File: src/rtl/io_uart_pkg.sv
`default_nettype none
// ============================================================================
//  Module      : io_uart_pkg
//  Description : Shared FSM state encoding and character constants for the
//                IO-port UART transmitter.
//  Revision    : 1.0 - initial release
// ============================================================================
package io_uart_pkg;

   // Transmit FSM state encoding (2-bit, legacy-compatible constants)
   typedef logic [1:0] uart_state_t;

   localparam uart_state_t ST_IDLE  = 2'd0;
   localparam uart_state_t ST_START = 2'd1;
   localparam uart_state_t ST_DATA  = 2'd2;
   localparam uart_state_t ST_STOP  = 2'd3;

   // One 8N1 frame: start + 8 data + stop
   localparam int FRAME_BITS = 10;

   localparam logic [7:0] CHAR_CR = 8'h0D;
   localparam logic [7:0] CHAR_LF = 8'h0A;

endpackage : io_uart_pkg
`default_nettype wire

File: src/rtl/io_uart_fifo.sv
`default_nettype none
// ============================================================================
//  Module      : io_uart_fifo
//  Description : Synchronous FIFO, depth 2**FIFO_LOG2, with combinational
//                read data. A push while full is accepted when a pop happens
//                in the same cycle.
//  Revision    : 1.0 - initial release
// ============================================================================
module io_uart_fifo #(
   parameter int WIDTH     = 8,
   parameter int FIFO_LOG2 = 4
) (
   input  logic                 clock,
   input  logic                 reset,
   input  logic                 push,
   input  logic [WIDTH-1:0]     din,
   input  logic                 pop,
   output logic [WIDTH-1:0]     dout,
   output logic [FIFO_LOG2:0]   count,
   output logic                 full,
   output logic                 empty
);

   localparam int DEPTH = 1 << FIFO_LOG2;

   logic [WIDTH-1:0]     mem [DEPTH];
   logic [FIFO_LOG2-1:0] wr_ptr;
   logic [FIFO_LOG2-1:0] rd_ptr;
   logic [FIFO_LOG2:0]   cnt;
   logic                 do_push;
   logic                 do_pop;

   assign do_pop  = pop && !empty;
   assign do_push = push && (!full || do_pop);

   // Occupancy never exceeds DEPTH, so the count MSB alone means "full"
   assign full  = cnt[FIFO_LOG2];
   assign empty = (cnt == '0);
   assign count = cnt;
   assign dout  = mem[rd_ptr];

   // Storage array; contents are don't-care while the pointers say empty
   always_ff @(posedge clock) begin
      if (do_push) begin
         mem[wr_ptr] <= din;
      end
   end

   // Pointers wrap naturally modulo DEPTH; count tracks net push/pop
   always_ff @(posedge clock) begin
      if (reset) begin
         wr_ptr <= '0;
         rd_ptr <= '0;
         cnt    <= '0;
      end else begin
         if (do_push) begin
            wr_ptr <= wr_ptr + 1'b1;
         end
         if (do_pop) begin
            rd_ptr <= rd_ptr + 1'b1;
         end
         case ({do_push, do_pop})
            2'b10:   cnt <= cnt + 1'b1;
            2'b01:   cnt <= cnt - 1'b1;
            default: cnt <= cnt;
         endcase
      end
   end

endmodule : io_uart_fifo
`default_nettype wire

File: src/rtl/io_uart_tx.sv
`default_nettype none
// ============================================================================
//  Module      : io_uart_tx
//  Description : Captures core IO writes to UART_ADDR into a FIFO and sends
//                them as 8N1 frames on txd. Sticky overflow on dropped
//                writes; drained once finish was seen and all output is sent.
//  Options     : IO_UART_CRLF_EN - when defined, a popped LF (0x0A) is sent
//                as CR then LF back to back.
//  Revision    : 1.0 - initial release
// ============================================================================
module io_uart_tx
   import io_uart_pkg::*;
#(
   parameter int          CLK_DIV   = 434,
   parameter int          FIFO_LOG2 = 4,
   parameter logic [12:0] UART_ADDR = 13'd0
) (
   input  logic        clock,
   input  logic        reset,
   input  logic        iowrite,
   input  logic [12:0] ioaddr,
   input  logic [12:0] iowd,
   input  logic        finish,
   output logic        txd,
   output logic        busy,
   output logic        overflow,
   output logic        drained
);

   localparam logic [15:0] DIV_MAX = 16'(CLK_DIV - 1);

   uart_state_t          state;
   logic [15:0]          div;
   logic [2:0]           bit_idx;
   logic [7:0]           shift;
   logic                 txd_q;
   logic                 finish_seen;

   logic                 accept;
   logic                 fifo_pop;
   logic [7:0]           fifo_dout;
   logic [FIFO_LOG2:0]   fifo_count;
   logic                 fifo_full;
   logic                 fifo_empty;
   logic                 unused_iowd_hi;

`ifdef IO_UART_CRLF_EN
   logic                 lf_pending;
`endif

   assign accept         = iowrite && (ioaddr == UART_ADDR);
   assign unused_iowd_hi = ^iowd[12:8];

   // The FSM takes a byte only from IDLE, which lasts one cycle when data waits
   assign fifo_pop = (state == ST_IDLE) && !fifo_empty;

   assign busy = (state != ST_IDLE) || (fifo_count != '0);
   assign txd  = txd_q;

   io_uart_fifo #(
      .WIDTH     (8),
      .FIFO_LOG2 (FIFO_LOG2)
   ) u_fifo (
      .clock (clock),
      .reset (reset),
      .push  (accept),
      .din   (iowd[7:0]),
      .pop   (fifo_pop),
      .dout  (fifo_dout),
      .count (fifo_count),
      .full  (fifo_full),
      .empty (fifo_empty)
   );

   // Frame sequencer: txd is registered alongside each state change
   always_ff @(posedge clock) begin
      if (reset) begin
         state   <= ST_IDLE;
         div     <= '0;
         bit_idx <= '0;
         shift   <= '0;
         txd_q   <= 1'b1;
`ifdef IO_UART_CRLF_EN
         lf_pending <= 1'b0;
`endif
      end else begin
         case (state)
            ST_IDLE: begin
               txd_q <= 1'b1;
               if (!fifo_empty) begin
                  state <= ST_START;
                  div   <= DIV_MAX;
                  txd_q <= 1'b0;
`ifdef IO_UART_CRLF_EN
                  // LF occupies one FIFO entry but goes out as CR then LF
                  if (fifo_dout == CHAR_LF) begin
                     shift      <= CHAR_CR;
                     lf_pending <= 1'b1;
                  end else begin
                     shift <= fifo_dout;
                  end
`else
                  shift <= fifo_dout;
`endif
               end
            end

            ST_START: begin
               if (div == '0) begin
                  state   <= ST_DATA;
                  div     <= DIV_MAX;
                  bit_idx <= '0;
                  txd_q   <= shift[0];
               end else begin
                  div <= div - 1'b1;
               end
            end

            ST_DATA: begin
               if (div == '0) begin
                  div <= DIV_MAX;
                  if (bit_idx == 3'd7) begin
                     state <= ST_STOP;
                     txd_q <= 1'b1;
                  end else begin
                     bit_idx <= bit_idx + 1'b1;
                     shift   <= {1'b0, shift[7:1]};
                     txd_q   <= shift[1];
                  end
               end else begin
                  div <= div - 1'b1;
               end
            end

            ST_STOP: begin
               if (div == '0) begin
`ifdef IO_UART_CRLF_EN
                  if (lf_pending) begin
                     // Chain the LF frame directly, no IDLE cycle in between
                     state      <= ST_START;
                     div        <= DIV_MAX;
                     shift      <= CHAR_LF;
                     lf_pending <= 1'b0;
                     txd_q      <= 1'b0;
                  end else begin
                     state <= ST_IDLE;
                  end
`else
                  state <= ST_IDLE;
`endif
               end else begin
                  div <= div - 1'b1;
               end
            end

            default: begin
               state <= ST_IDLE;
               txd_q <= 1'b1;
            end
         endcase
      end
   end

   // Sticky status: dropped-write flag, finish capture and drained report
   always_ff @(posedge clock) begin
      if (reset) begin
         overflow    <= 1'b0;
         finish_seen <= 1'b0;
         drained     <= 1'b0;
      end else begin
         if (accept && fifo_full && !fifo_pop) begin
            overflow <= 1'b1;
         end
         if (finish) begin
            finish_seen <= 1'b1;
         end
         drained <= finish_seen && !busy;
      end
   end

endmodule : io_uart_tx
`default_nettype wire

File: config.mk
export PLATFORM = sky130hd
export DESIGN_NAME = io_uart_tx
export DESIGN_NICKNAME = d
export VERILOG_FILES = /design/src/rtl/io_uart_pkg.sv /design/src/rtl/io_uart_fifo.sv /design/src/rtl/io_uart_tx.sv
export SDC_FILE = /design/constraint.sdc
export NUM_CORES = 1
export LEC_CHECK = 0
export ABC_AREA = 1
export BUFFER_PORTS_ARGS = -buffer_cell sky130_fd_sc_hd__clkbuf_2
export CAP_MARGIN = 20
export CORE_ASPECT_RATIO = 1.25
export CORE_MARGIN = 2
export CORE_UTILIZATION = 26
export DETAILED_ROUTE_END_ITERATION = 8
export RECOVER_POWER = 25
export SLEW_MARGIN = 20
export SYNTH_ARGS = -nofsm -noshare
export SYNTH_HDL_FRONTEND = slang
export SYNTH_SLANG_ARGS = --single-unit
File: constraint.sdc
create_clock -name clock -period 5.4 [get_ports clock]
set_input_delay 1.08 -clock clock [delete_from_list [all_inputs] [get_ports clock]]
set_output_delay 1.08 -clock clock [all_outputs]
set_load 0.03 [all_outputs]
## Yosys cells after proc, flatten, opt, wreduce, memory -nomap -nowiden

Memory sizes are Yosys's and may differ from the RTL's. A register that Yosys moved wholly into a read port is not among the register bits.
Cells that the tools add are included.

| cells by class | value |
|---|---|
| reduce and logical (&&, ||, !) cells | 29 |
| divide/modulo/power cells | 0 |
| bitwise gates (word level) | 0 |
| shift-type cells | 0 |
| $lt $le $gt $ge | 0 |
| eq/ne operators | 13 |
| multiplexer cells | 28 |
| $mul | 0 |
| add/sub/neg operators | 6 |

Operator list:

| kind | number |
|---|---|
| 16-bit 2-to-1 mux | 3 |
| 16-bit case mux with 3 select lines | 1 |
| 8-bit 2-to-1 mux | 3 |
| 16-bit logical NOT | 1 |
| 8-bit case mux with 2 select lines | 1 |
| 16-bit by 1-bit subtractor with 16-bit output (second input constant) | 1 |
| 2-bit inequality test (second input constant) | 7 |
| 13-bit logical NOT | 1 |
| 2-bit 2-to-1 mux | 5 |
| 5-bit case mux with 2 select lines | 1 |
| 3-bit 2-to-1 mux | 3 |
| 4-bit by 1-bit adder with 4-bit output (second input constant) | 2 |
| 4-bit 2-to-1 mux | 2 |
| 2-bit case mux with 4 select lines | 1 |
| 4-bit AND reduction | 2 |
| 2-bit nonzero test | 4 |
| 1-bit logical AND | 7 |
| 2-bit == test (second input constant) | 3 |
| 1-bit 2-to-1 mux | 6 |
| 3-bit case mux with 2 select lines | 1 |
| 5-bit by 1-bit adder with 5-bit output (second input constant) | 1 |
| 5-bit logical NOT | 1 |
| 5-bit AND reduction | 1 |
| 5-bit nonzero test | 1 |
| 12 further kinds | 17 |

| storage, ports and cells | value |
|---|---|
| memories | 1 |
| RAM bits | 128 |
| bits in latches | 0 |
| logic and storage cells | 88 |
| ROM bits | 0 |
| bits of input ports | 30 |
| register bits | 46 |

Memory list:

| memory | depth | width | rd ports | clocked after Yosys merged registers in | write ports | line | source |
|---|---|---|---|---|---|---|---|
| u_fifo.mem | 16 | 8 | 1 | 1 | 1 | io_uart_fifo.sv:26 | `logic [WIDTH-1:0] mem [DEPTH];` |

## Depth between registers and ports, before layout

Gate-level depths: netlist (run 1).

| depth | value |
|---|---|
| depth after elaboration | 8 |
| depth in mapped cells | 15 |
| mapped depth without buffers | 15 |

## Hierarchy

Synthesis (run 1) repeated with hierarchy kept, for this count alone.

| second synthesis, totals | value |
|---|---|
| cell total of the unflattened synthesis | 780 |
| area, all modules | 8185.4 µm² |

Modules (own cells, without submodules):

| module | area each (µm²) | seq. area each (µm²) | instances | cells an instance |
|---|---|---|---|---|
| io_uart_fifo | 6115.9 | 4184.0 | 1 | 477 |
| io_uart_tx | 2069.5 | 660.6 | 1 | 303 |

## Worst setup path before layout (run 1)

No wires, ideal clock.

| timing | value |
|---|---|
| path type | input to register |
| start | input port ioaddr[4] |
| end | register u_fifo.cnt[4], in the netlist u_fifo.count[4] |
| library setup time | 0.116 ns |
| arrival time | 2.663 ns |
| cell stages on the path | 15 |
| setup slack | 2.621 ns |
| data required time | 5.284 ns |
| cell sequence | inv_1 -> nand2_1 -> nor3_1 -> nand2_1 -> inv_1 -> nand3_1 -> ha_1 -> xor2_1 -> ha_1 -> a21o_1 -> nand3_1 -> nand2_1 -> xor2_1 -> nand2_1 -> a21oi_1 |

| on the way | value |
|---|---|
| cells in the longest elaborated chain, start to end | 5 |
| elaborated cells between the ends (all ways) | 7 |
| classes of those cells | 2 x eq/ne; 1 x mux; 4 x reduce/logical |

RTL lines:

| element | line | source |
|---|---|---|
| start: declaration | io_uart_tx.sv:21 | `input logic [12:0] ioaddr,` |
| 13-bit logical NOT * | io_uart_tx.sv:51 | `assign accept = iowrite && (ioaddr == UART_ADDR);` |
| 1-bit logical AND * | io_uart_tx.sv:51 |  |
| 1-bit logical AND * | io_uart_fifo.sv:34 | `assign do_push = push && (!full \|\| do_pop);` |
| 2-bit by 1-bit == test with 1-bit output / 2-bit == test (equally long branches) | io_uart_fifo.sv:62 | `case ({do_push, do_pop})` |
| 5-bit case mux with 2 select lines / 2-bit nonzero test (equally long branches) | n/a |  |
| end signal: assignment | io_uart_fifo.sv:63 | `2'b10: cnt <= cnt + 1'b1;` |
| end signal: assignment | io_uart_fifo.sv:64 | `2'b01: cnt <= cnt - 1'b1;` |
| end signal: assignment | io_uart_fifo.sv:65 | `default: cnt <= cnt;` |
| end: declaration | io_uart_fifo.sv:29 | `logic [FIFO_LOG2:0] cnt;` |

Every way passes the cells marked *; elsewhere a longest branch is shown, timed or not.
A chain may end at the register's enable or synchronous reset.

## Worst setup path after layout (run 1)

| timing | value |
|---|---|
| start | input port ioaddr[4] |
| end | memory u_fifo.mem[9][3] (enable) |

| on the way | value |
|---|---|
| cells in the longest elaborated chain, start to end | 5 |

RTL lines:

| element | line | source |
|---|---|---|
| 13-bit logical NOT | io_uart_tx.sv:51 |  |
| 1-bit logical AND | io_uart_tx.sv:51 |  |
| 1-bit logical AND | io_uart_fifo.sv:34 |  |
| 1-bit 2-to-1 mux | io_uart_fifo.sv:44 | `if (do_push) begin` |
| 1-bit 2-to-1 mux (not written as such) | io_uart_fifo.sv:45 | `mem[wr_ptr] <= din;` |
| end: declaration | io_uart_fifo.sv:26 |  |

Every way passes these cells.

==> summary.md, run 1 <==
| Metric | Value |
|---|---|
| Root buffer cell | `clkbuf_16` |
| Critical path depth in cells | `10` |
| Row Count | `73` |
| # clock sinks | `between 150 and 200` |
| Minimum clock period | `between 2000 and 3000 ps` |
| Crit path largest cell delay | `~780 ps` |
| Gp weighted congestion | `just under 0.8` |
| Seq cells post-synth | `~180` |
| Tightest Pin Transition | `between 1000 and 1500 ps` |
| Fin area | `9430 um^2` |
| Critical path class | `in -> reg` |
| Worst Hold Class | `reg -> reg` |
| Worst R2R Path Depth | `14` |
| DIE AREA | `between 30,000 and 40,000 um^2` |
| Vias in the first global route | `about 6k` |
| Yosys cell types | `38` |
| Die width | `163 um` |
| FF-to-FF End | `u_fifo.count[4]` |
| CTS tree | `built` |
| Max-slew headroom | `0.323` |
| Core area | `about 32,000 um^2` |
| Grt ovf | `0` |
| Post-CTS Setup Inserts | `0` |
| CP Capture Type | `flip-flop` |
| Largest net degree at the start of global routing | `68` |
| P_leak | `0.00391 uW` |
| F_max | `361 MHz` |
| Vias per cell | `between 4 and 5` |
| Worst-path cell chain | `clkbuf_2, inv_1, nand2_1, nor3_1, nand2_1, inv_1, nand3_1, inv_1, nand2_1, nor2_1` |
| Max clock buf depth | `2` |
| Unrepaired setup endpoints after global routing | `false` |
| Seq/Total Area, Yosys | `0.586` |
| Detailed-route DRC error count | `0` |
| Share of cells above drive strength 1 | `0.0897` |
| Synth-to-layout area growth | `14.0%` |
| Hold Path Origin | `finish_seen` |
| R2r setup slk | `2660 ps` |
| Synth Instances | `925` |
| H-Tree Depth | `4` |
| WP buf/inv | `4` |
| Worst skew pair latency | `430 ps` |
| Power per Cell Area | `472 nW/um^2` |
| First DRT Iteration DRCs | `roughly 300` |
| Effective utilization at floorplan | `0.262` |
| R2r startpoint | `state[0]` |
| Setup Skew | `about 9.5 ps` |
| Die Y | `roughly 200 um` |
| Delay-heaviest family, CP | `simple AND/OR/NAND/NOR gates` |
| Final net count | `about 1,000` |
| Inserted Diodes | `0` |
| Pins Over Slew Limit | `0` |
| Port buffer count | `28` |
| Via Count | `approximately 5.9k` |
| Post-DRT Antenna Nets | `0` |
| # hold bufs at CTS | `0` |
| Critical path launch point type | `input port` |
| Worst Hold Path EP | `finish_seen` |
| Final setup fails | `0` |
| Setup TNS | `0 ps` |
| Data required time at the worst endpoint | `between 5000 and 6000 ps` |
| Pre-CTS setup slack | `between 2000 and 2500 ps` |
| Cell area after synthesis | `about 8300 um^2` |
| Critical Path AT | `~2800 ps` |
| Launch point of the worst path | `ioaddr[4]` |
| VDD IR-drop max | `roughly 260 uV` |
| Syn_area_per_cell | `slightly below 9 um^2` |
| Placed wire-length estimate | `about 11 mm` |
| Total GRT Usage | `0.113` |
| CTS buffer count | `17` |
| Hold Crit Depth | `2` |
| Syn_nets | `approximately 970` |
| Worst-path clk slew | `70 ps` |
| First-pass GRT wire length | `~29 mm` |
| Initial antenna violation count | `0` |
| YS warnings | `0` |
| Outcome | `finished clean` |
| Period utilisation layout | `0.513` |
| PostCTS Resize Cnt | `0` |
| Final worst slack | `2630 ps` |
| Post-DP Area | `just under 9000 um^2` |
| First-pass detailed-route iteration total | `5` |
| DR WL/cell | `~13 um` |
| Ports | `34` |
| MaxCap Viol Count | `0` |
| CP max-delay cell | `nor2_1` |
| Max Fanout on Critical Path | `8` |
| Drt total wl | `approximately 18 mm` |
| Endpoints failing hold | `0` |
## kinds of logic (layout without fill, tap and decap cells)
group	Yosys count	in the layout	share of synthesized area
compound gates	68	68	0.0451
buf+inv	148	182	0.0711
xor+xnor	8	8	0.00848
fa+ha+maj	17	17	0.0257
simple gates	506	506	0.264
flops	178	178	0.586
## flip-flops by register name, summed over array words and instances, names as in the netlist, named ones only
name	flops
div	16
overflow	1
bit_idx	3
u_fifo.mem	128
txd	1
state	2
u_fifo.rd_ptr	4
u_fifo.count	5
finish_seen	1
shift	8
drained	1
u_fifo.wr_ptr	4
## report_power, final
part / internal (uW) / switching, uW / total [uW]
clock network: 707 / 567 / 1270
logic: 506 / 1020 / 1530
registers: 1560 / 85.6 / 1640
total: 2770 / 1670 / 4450
## synthesized netlist by cell type
cell	number	area share
buf_1	5	0.0023
nand2_1	263	0.12
nand4_1	6	0.0045
dfxtp_1	50	0.12
edfxtp_1	128	0.46
nor2_4	3	0.0041
inv_2	2	0.00091
a21oi_1	29	0.018
xnor2_1	1	0.0011
o21bai_1	4	0.0036
buf_4	1	0.00091
nor2_1	94	0.043
or2_2	3	0.0023
nand3_4	1	0.0021
o211ai_1	3	0.0027
ha_1	17	0.026
nor3_1	7	0.0042
or2_4	1	0.0011
nand2_4	1	0.0014
buf_6	2	0.0027
a21oi_2	2	0.0021
nand4_4	1	0.0026
nor2_2	5	0.0038
nand3b_1	2	0.0018
clkinv_1	3	0.0014
nand3_2	1	0.0012
o21a_1	1	0.00091
inv_4	1	0.00076
nand3_1	112	0.068
a21o_1	2	0.0018
buf_2	9	0.0054
o21ai_0	26	0.016
nor4_1	1	0.00076
o21ai_1	1	0.00060
nand2_2	5	0.0038
clkbuf_1	14	0.0064
inv_1	111	0.050
xor2_1	7	0.0074
## worst register-to-register path, stage by stage, from the launching register on
cell and delay (ps):
dfxtp_1 390, inv_1 100, ha_1 300, nor2_1 270, inv_1 90, nand3_1 170, ha_1 290, xor2_1 240
ha_1 200, a21o_1 120, nand3_1 80, nand2_1 100, xor2_1 150, nand2_1 60, a21oi_1 110
## through the flow
step / hold slack [ps] / util / std cells / power, uW
after floorplan: 415 / - / 925 / 2880
after detailed placement: 430 / 0.279 / 1338 / 3210
after global placement: 428 / 0.279 / 1338 / 3180
final: 444 / 0.298 / 1371 / 4450
after CTS: 448 / 0.298 / 1370 / 4490
after global routing: 480 / 0.298 / 1371 / 4770
## per-layer routing
metal / share of wire / global-route usage
met1: 0.44 / 0.135
met2: 0.50 / 0.195
met3: 0.043 / 0.0256
met4: 0.021 / 0.0445
met5: 0 / 0
## how the worst max path moves through the flow
stage | to
finish | u_fifo.mem[9][3]
global route | u_fifo.count[4]
global placement | u_fifo.mem[14][6]
detailed placement | u_fifo.mem[12][1]
CTS | u_fifo.mem[12][3]
floorplan | u_fifo.count[4]
## cell type report
class	count	area [um^2]
fill	3319	22200
sequential	178	4850
multi-input combinational	599	2830
tap	412	515
inverter	117	442
clock buffer	17	425
clock inverter	15	190
timing repair buffer	33	175
## cells in the final DEF (no fill, tap or decap), types with 2 or more instances in the layout
| cell type | n |
|---|---|
| ha_1 | 17 |
| clkinv_1 | 4 |
| edfxtp_1 | 128 |
| nand4_1 | 6 |
| a21oi_1 | 29 |
| dfxtp_1 | 49 |
| nor2_1 | 94 |
| clkbuf_2 | 23 |
| clkbuf_16 | 17 |
| xor2_1 | 7 |
| nand2_2 | 5 |
| nand3b_1 | 2 |
| or2_2 | 3 |
| inv_2 | 2 |
| o21bai_1 | 4 |
| nor3_1 | 7 |
| clkbuf_1 | 5 |
| a21oi_2 | 2 |
| nor2_2 | 5 |
| bufinv_16 | 2 |
| a21o_1 | 2 |
| nor2_4 | 3 |
| o211ai_1 | 3 |
| nand2_1 | 263 |
| inv_6 | 2 |
| clkinv_4 | 2 |
| nand3_1 | 112 |
| o21ai_0 | 26 |
| buf_4 | 4 |
| inv_1 | 111 |
| inv_8 | 6 |
Power figures use the tool's default switching activity.
==> run 2: changes to the inputs <==
--- a/config.mk
+++ b/config.mk
@@ -5,7 +5,7 @@
 export SDC_FILE = /design/constraint.sdc
 export NUM_CORES = 1
 export LEC_CHECK = 0
-export ABC_AREA = 1
+export ABC_AREA = 0
 export BUFFER_PORTS_ARGS = -buffer_cell sky130_fd_sc_hd__clkbuf_2
 export CAP_MARGIN = 20
 export CORE_ASPECT_RATIO = 1.25
==> constraint.sdc (replaced) <==
create_clock -name clock -period 2.61 [get_ports clock]
set_input_delay 0.522 -clock clock [delete_from_list [all_inputs] [get_ports clock]]
set_output_delay 0.522 -clock clock [all_outputs]
set_load 0.03 [all_outputs]
==> run 2 against run 1 <==
Effect of this change: combinational power grew 120%; largest cell class unchanged; sequential cell count did not move; sequential share of layout area about the same; critical endpoint is now u_fifo.count[4]; critical path type is now reg -> reg; via count is 24% lower.
==> summary.md, run 2 <==
| Metric | Value |
|---|---|
| Seq cells post-synth | `about 180` |
| Outcome | `finished clean` |
| Top reg by flops | `u_fifo.mem` |
| Filler cells | `a little under 3k` |
| Top Registers | `u_fifo.mem: 128 flops, div: 16 flops, shift: 8 flops` |
| Hold Path Origin | `finish` |
| Vias per cell | `4.49` |
| Setup TNS | `0 ps` |
| R2r setup slk | `~150 ps` |
| FF-to-FF End | `u_fifo.count[4]` |
| DIE AREA | `31,200 um^2` |
| Initial antenna violation count | `0` |
| Max reg flops | `roughly 130` |
| Share of cells above drive strength 1 | `0.258` |
| Total GRT Usage | `0.105` |
| Port buffer count | `28` |
| Row Count | `70` |
| Most frequent cells in the layout | `edfxtp_1, nor2_1, dfxtp_1` |
| Final net count | `650` |
| CP Capture Type | `flip-flop` |
| Vias in the first global route | `around 4.6k` |
| Placed wire-length estimate | `between 10 and 15 mm` |
| H-Tree Depth | `4` |
| Syn_area_per_cell | `roughly 14 um^2` |
| CP max-delay cell | `nor4_2` |
| Fraction of synthesized cell area in xor and xnor cells | `0.0215` |
| First-pass detailed-route iteration total | `4` |
| Period utilisation layout | `0.942` |
| DR WL/cell | `~15 um` |
| Most used DFF post-synth | `edfxtp_1` |
| Ports | `34` |
| Worst Hold Class | `in -> reg` |
| P_leak | `0.00310 uW` |
| R2r startpoint | `u_fifo.count[0]` |
| Tightest Pin Transition | `~770 ps` |
| Compound-cell area share of the yosys netlist | `0.0728` |
| Post-DRT Antenna Nets | `0` |
| Max clock buf depth | `2` |
| Largest family of logic cells by synthesized area | `multiplexers` |
| Core area | `29,300 um^2` |
| Minimum clock period | `roughly 2500 ps` |
| Max Fanout on Critical Path | `4` |
| Endpoints failing hold | `0` |
| Hold Crit Depth | `3` |
| Effective utilization at floorplan | `0.264` |
| Worst-path cell chain | `nor4_2, a21boi_4, ha_4, xor2_1, ha_2, a211o_1, nand2_1, nand3b_1, a31oi_1, mux2_2` |
| Synth Instances | `about 530` |
| First-pass GRT wire length | `~25 mm` |
| Cell area after synthesis | `around 7700 um^2` |
| VDD IR-drop max | `460 uV` |
| Worst-path clk slew | `roughly 70 ps` |
| CTS buffer count | `17` |
| Gp weighted congestion | `slightly below 0.8` |
| Synth area leader | `edfxtp_1` |
| Pins Over Slew Limit | `0` |
| Grt ovf | `0` |
| Via Count | `4,539` |
| Worst R2R Path Depth | `10` |
| Number of synthesized flops with an enable pin | `roughly 130` |
| Max-slew headroom | `0.486` |
| Die Y | `a little under 200 um` |
| Hold_ws | `between 300 and 400 ps` |
| # clock sinks | `around 180` |
| Critical path class | `reg -> reg` |
| Root buffer cell | `clkbuf_16` |
| YS warnings | `0` |
| Final core utilization | `0.322` |
| Area share of the largest cell type after synthesis | `0.497` |
| Critical path launch point type | `flip-flop` |
| Synth cell count leaders | `edfxtp_1, nor2_1, dfxtp_1` |
| Data required time at the worst endpoint | `roughly 2900 ps` |
| Ranking of synthesized cells by area | `edfxtp_1, dfxtp_1, mux4_2` |
| CTS tree | `built` |
| Critical Path AT | `2780 ps` |
| Ys async rst share | `0` |
| Synth-to-layout area growth | `21.8%` |
| Most frequent cell after synthesis | `edfxtp_1` |
| Seq/Total Area, Yosys | `0.626` |
| Final setup fails | `0` |
| Power per Cell Area | `1000 nW/um^2` |
| First DRT Iteration DRCs | `around 290` |
| F_max | `between 400 and 500 MHz` |
| Synth Area in Simple Gates | `0.111` |
| Drt total wl | `15.6 mm` |
| Largest net degree at the start of global routing | `31` |
| Post-synthesis mux area share | `0.112` |
| Die width | `158 um` |
| MaxCap Viol Count | `0` |
| Crit path largest cell delay | `about 450 ps` |
| Worst skew pair latency | `about 430 ps` |
| Worst Hold Path EP | `finish_seen` |
| Detailed-route DRC error count | `0` |
| Power, Total | `between 9000 and 10,000 uW` |
| Post-Synth Adder-Cell Area | `0.0275` |
| Setup Skew | `around 18 ps` |
| Most common cell after layout, fill and taps aside | `edfxtp_1` |
| Yosys cell types | `57` |
| Syn_nets | `581` |
| Inserted Diodes | `0` |
[run 2: critical path: cells and delay by family, from the launching register on]
kind            cells  cell delay, ps
fa+ha+maj           2             370
compound gates      3             570
mux                 1             360
flops               1             330
xor+xnor            1             140
simple gates        3             590
[run 2: per-stage QoR]
step | cell area (um^2) | instances | worst slack (ps)
3_5_place_dp | 8770 | 977 | -206
5_1_grt | 9420 | 1012 | -3.30
6_report | 9420 | 1012 | 150
3_3_place_gp | 8770 | 977 | -185
4_1_cts | 9380 | 1009 | 4.59
2_1_floorplan | 7800 | 534 | -262
[run 2: cell type report]
type / instances / area, um^2 / share of cell area
Timing Repair Buffer: 75 / 636 / 0.0675
Tap cell: 396 / 495 / 0.0526
Sequential cell: 178 / 4850 / 0.514
Inverter: 23 / 86.3 / 0.00916
Clock inverter: 14 / 178 / 0.0189
Multi-Input combinational cell: 308 / 2750 / 0.292
Clock buffer: 18 / 429 / 0.0456
[run 2: cells by family (layout without fill, tap and decap cells)]
family / Yosys count / count (layout)
flip-flops: 178 / 178
AND/OR/NAND/NOR: 149 / 149
AO/OA/AOI/OAI: 77 / 77
buffers and inverters: 48 / 130
multiplexers: 46 / 46
XOR/XNOR: 19 / 19
adder cells (fa/ha/maj): 17 / 17
[run 2: worst max path at each step]
| stage | from | endpoint | slack, ps |
|---|---|---|---|
| final | u_fifo.count[0] | u_fifo.count[4] | 150 |
| after global routing | state[1] | u_fifo.count[4] | -3 |
| after CTS | state[1] | u_fifo.count[4] | 5 |
| after detailed placement | ioaddr[8] | u_fifo.count[4] | -210 |
| after global placement | ioaddr[8] | u_fifo.count[4] | -180 |
| after floorplan | ioaddr[8] | u_fifo.count[4] | -260 |
[run 2: power by group]
group	switching (uW)	internal, uW
registers	221	3220
clock network	1210	1390
logic	1810	1620
total	3240	6220
[run 2: repair_timing]
action	CTS	global route
hold endpoints to repair	0	0
setup buffers	0	3
pin swaps	0	1
hold buffers	0	0
gates resized for setup	1	5
endpoints found under the setup margin	1	2
[run 2: routing by layer]
metal / global-route usage / wire length, um / vias to the layer above
met1: 0.125 / 6830 / 2291
met5: 0 / 0 / -
met4: 0.0297 / 165 / 0
li1: - / - / 2180
met2: 0.189 / 8260 / 54
met3: 0.0226 / 345 / 14
==> run 3: changes to the inputs <==
--- a/config.mk
+++ b/config.mk
@@ -5,13 +5,14 @@
 export SDC_FILE = /design/constraint.sdc
 export NUM_CORES = 1
 export LEC_CHECK = 0
-export ABC_AREA = 0
+export ABC_AREA = 1
 export BUFFER_PORTS_ARGS = -buffer_cell sky130_fd_sc_hd__clkbuf_2
 export CAP_MARGIN = 20
 export CORE_ASPECT_RATIO = 1.25
 export CORE_MARGIN = 2
 export CORE_UTILIZATION = 26
 export DETAILED_ROUTE_END_ITERATION = 8
+export GPL_ROUTABILITY_DRIVEN = 0
 export RECOVER_POWER = 25
 export SLEW_MARGIN = 20
 export SYNTH_ARGS = -nofsm -noshare
==> run 3 against run 2 <==
Effect of this change: maximum frequency grew 5.5%; setup slack gained 130 ps; clock-buffer cell count shrank 1; via count grew 33%; critical path type unchanged; largest cell class unchanged; largest power group unchanged; highest routed layer unchanged.
==> summary.md, run 3 (synthesis gave the netlist of run 1 again) <==
| Metric | Value |
|---|---|
| CTS tree | `built` |
| Max reg flops | `~130` |
| Period utilisation layout | `0.893` |
| Power per Cell Area | `959 nW/um^2` |
| Most common cell after layout, fill and taps aside | `nand2_1` |
| Worst-path clk slew | `~70 ps` |
| H-Tree Depth | `4` |
| R2r startpoint | `state[0]` |
| Endpoints failing hold | `0` |
| Via Count | `approximately 6.0k` |
| Core area | `~32,000 um^2` |
| Most frequent cells in the layout | `nand2_1, edfxtp_1, nand3_1` |
| Detailed-route DRC error count | `0` |
| Setup Skew | `between 10 and 15 ps` |
| Tightest Pin Transition | `roughly 740 ps` |
| DR WL/cell | `roughly 13 um` |
| Worst skew pair latency | `approximately 430 ps` |
| CTS buffer count | `17` |
| Hold Crit Depth | `3` |
| Placed wire-length estimate | `11.6 mm` |
| Effective utilization at floorplan | `0.262` |
| Row Count | `73` |
| Final setup fails | `0` |
| Share of cells above drive strength 1 | `0.114` |
| Outcome | `finished clean` |
| Vias in the first global route | `~5.7k` |
| # clock sinks | `roughly 180` |
| Worst Hold Path EP | `finish_seen` |
| First DRT Iteration DRCs | `327` |
| MaxCap Viol Count | `0` |
| # hold bufs at CTS | `0` |
| Critical Path AT | `between 2000 and 3000 ps` |
| FF-to-FF End | `u_fifo.count[4]` |
| Largest net degree at the start of global routing | `68` |
| Root buffer cell | `clkbuf_16` |
| Top Registers | `u_fifo.mem: 128 flops, div: 16 flops, shift: 8 flops` |
| Hold Path Origin | `finish` |
| Die Y | `a little over 200 um` |
| Data required time at the worst endpoint | `2970 ps` |
| Post-DP Area | `between 8000 and 9000 um^2` |
| Synth-to-layout area growth | `16.0%` |
| Unrepaired setup endpoints after global routing | `false` |
| CP Capture Type | `flip-flop` |
| Minimum clock period | `around 2300 ps` |
| Fin area | `9590 um^2` |
| Worst R2R Path Depth | `14` |
| P_leak | `0.00402 uW` |
| R2r setup slk | `280 ps` |
| Ports | `34` |
| Max clock buf depth | `2` |
| Port buffer count | `28` |
| Pins Over Slew Limit | `0` |
| Grt ovf | `0` |
| Worst Hold Class | `in -> reg` |
| Drt total wl | `18.0 mm` |
| Post-DRT Antenna Nets | `0` |
| DIE AREA | `between 30,000 and 40,000 um^2` |
| Initial antenna violation count | `0` |
| VDD IR-drop max | `648 uV` |
| Max Fanout on Critical Path | `4` |
| Final net count | `between 1k and 1.5k` |
| Inserted Diodes | `0` |
| Total GRT Usage | `0.112` |
| Critical path class | `reg -> reg` |
| Critical path launch point type | `flip-flop` |
| Setup TNS | `0 ps` |
| First-pass GRT wire length | `between 20 and 30 mm` |
| Die width | `between 150 and 200 um` |
| Top reg by flops | `u_fifo.mem` |
| Max-slew headroom | `0.508` |
| First-pass detailed-route iteration total | `6` |
| Vias per cell | `~4.3` |
| F_max | `~430 MHz` |
-- run 3: cell types whose count changed in the layout (fill, tap and decap cells not counted), sizes merged, moves of 10 or more --
cell	previous run	this run
mux4	32	0
a211oi	21	0
inv	32	124
nor2	55	102
nand3	4	114
mux2i	12	0
nor2b	10	0
nand2	14	269
a21oi	14	31
nor3b	14	0
o21ai	12	27
buf	47	28
-- run 3: through the flow --
stage | utilization | instances | power, uW | worst slack (ps) | hold WS, ps
after floorplan | - | 925 | 5970 | 306 | 415
after global placement | 0.285 | 1362 | 6690 | 168 | 428
after detailed placement | 0.285 | 1362 | 6720 | 145 | 442
after CTS | 0.304 | 1394 | 9270 | 152 | 269
after global routing | 0.303 | 1394 | 9860 | 31.9 | 281
final | 0.303 | 1394 | 9200 | 278 | 283
-- run 3: per-layer routing --
metal  global-route usage  routed length [um]
met1                0.135                7920
met4               0.0323                 199
met3               0.0275                 697
met5                    0                   0
met2                0.199                9170
-- run 3: how the worst max path moves through the flow --
stage	startpoint	end	slack, ps
6_report	state[0]	u_fifo.count[4]	280
5_1_grt	state[0]	u_fifo.count[4]	30
4_1_cts	state[0]	u_fifo.count[4]	150
3_5_place_dp	ioaddr[4]	u_fifo.count[4]	140
3_3_place_gp	ioaddr[4]	u_fifo.count[4]	170
2_1_floorplan	state[0]	u_fifo.count[4]	310
-- run 3: repair_timing --
item | CTS | global route
setup endpoints to repair | 0 | 1
gates resized for setup | 0 | 2
buffers inserted | 0 | 0
-- run 3: area by class of cell --
cell class              count  area [um^2]
fillers                  3375        22000
flip-flops and latches    178         4850
multi-input cells         599         2840
well taps                 412          515
inverters                 117          442
clock buffers              17          425
repair buffers             56          357
clock inverters            15          166
-- run 3: worst max-delay path, cell delays in order (launching register included) --
cell and delay (ps):
dfxtp_1 380, inv_1 90, ha_1 230, nor2_2 150, inv_1 70, nand3_1 110
ha_2 250, xor2_1 210, ha_1 180, a21o_1 110, nand3_1 80, nand2_1 100
xor2_1 140, nand2_1 60, a21oi_1 110
-- run 3: where the power goes --
part | total [uW] | switching [uW] | internal [uW]
Clock | 2540 | 1250 | 1300
Combinational | 3260 | 2160 | 1100
Sequential | 3400 | 170 | 3230
Total | 9200 | 3570 | 5630
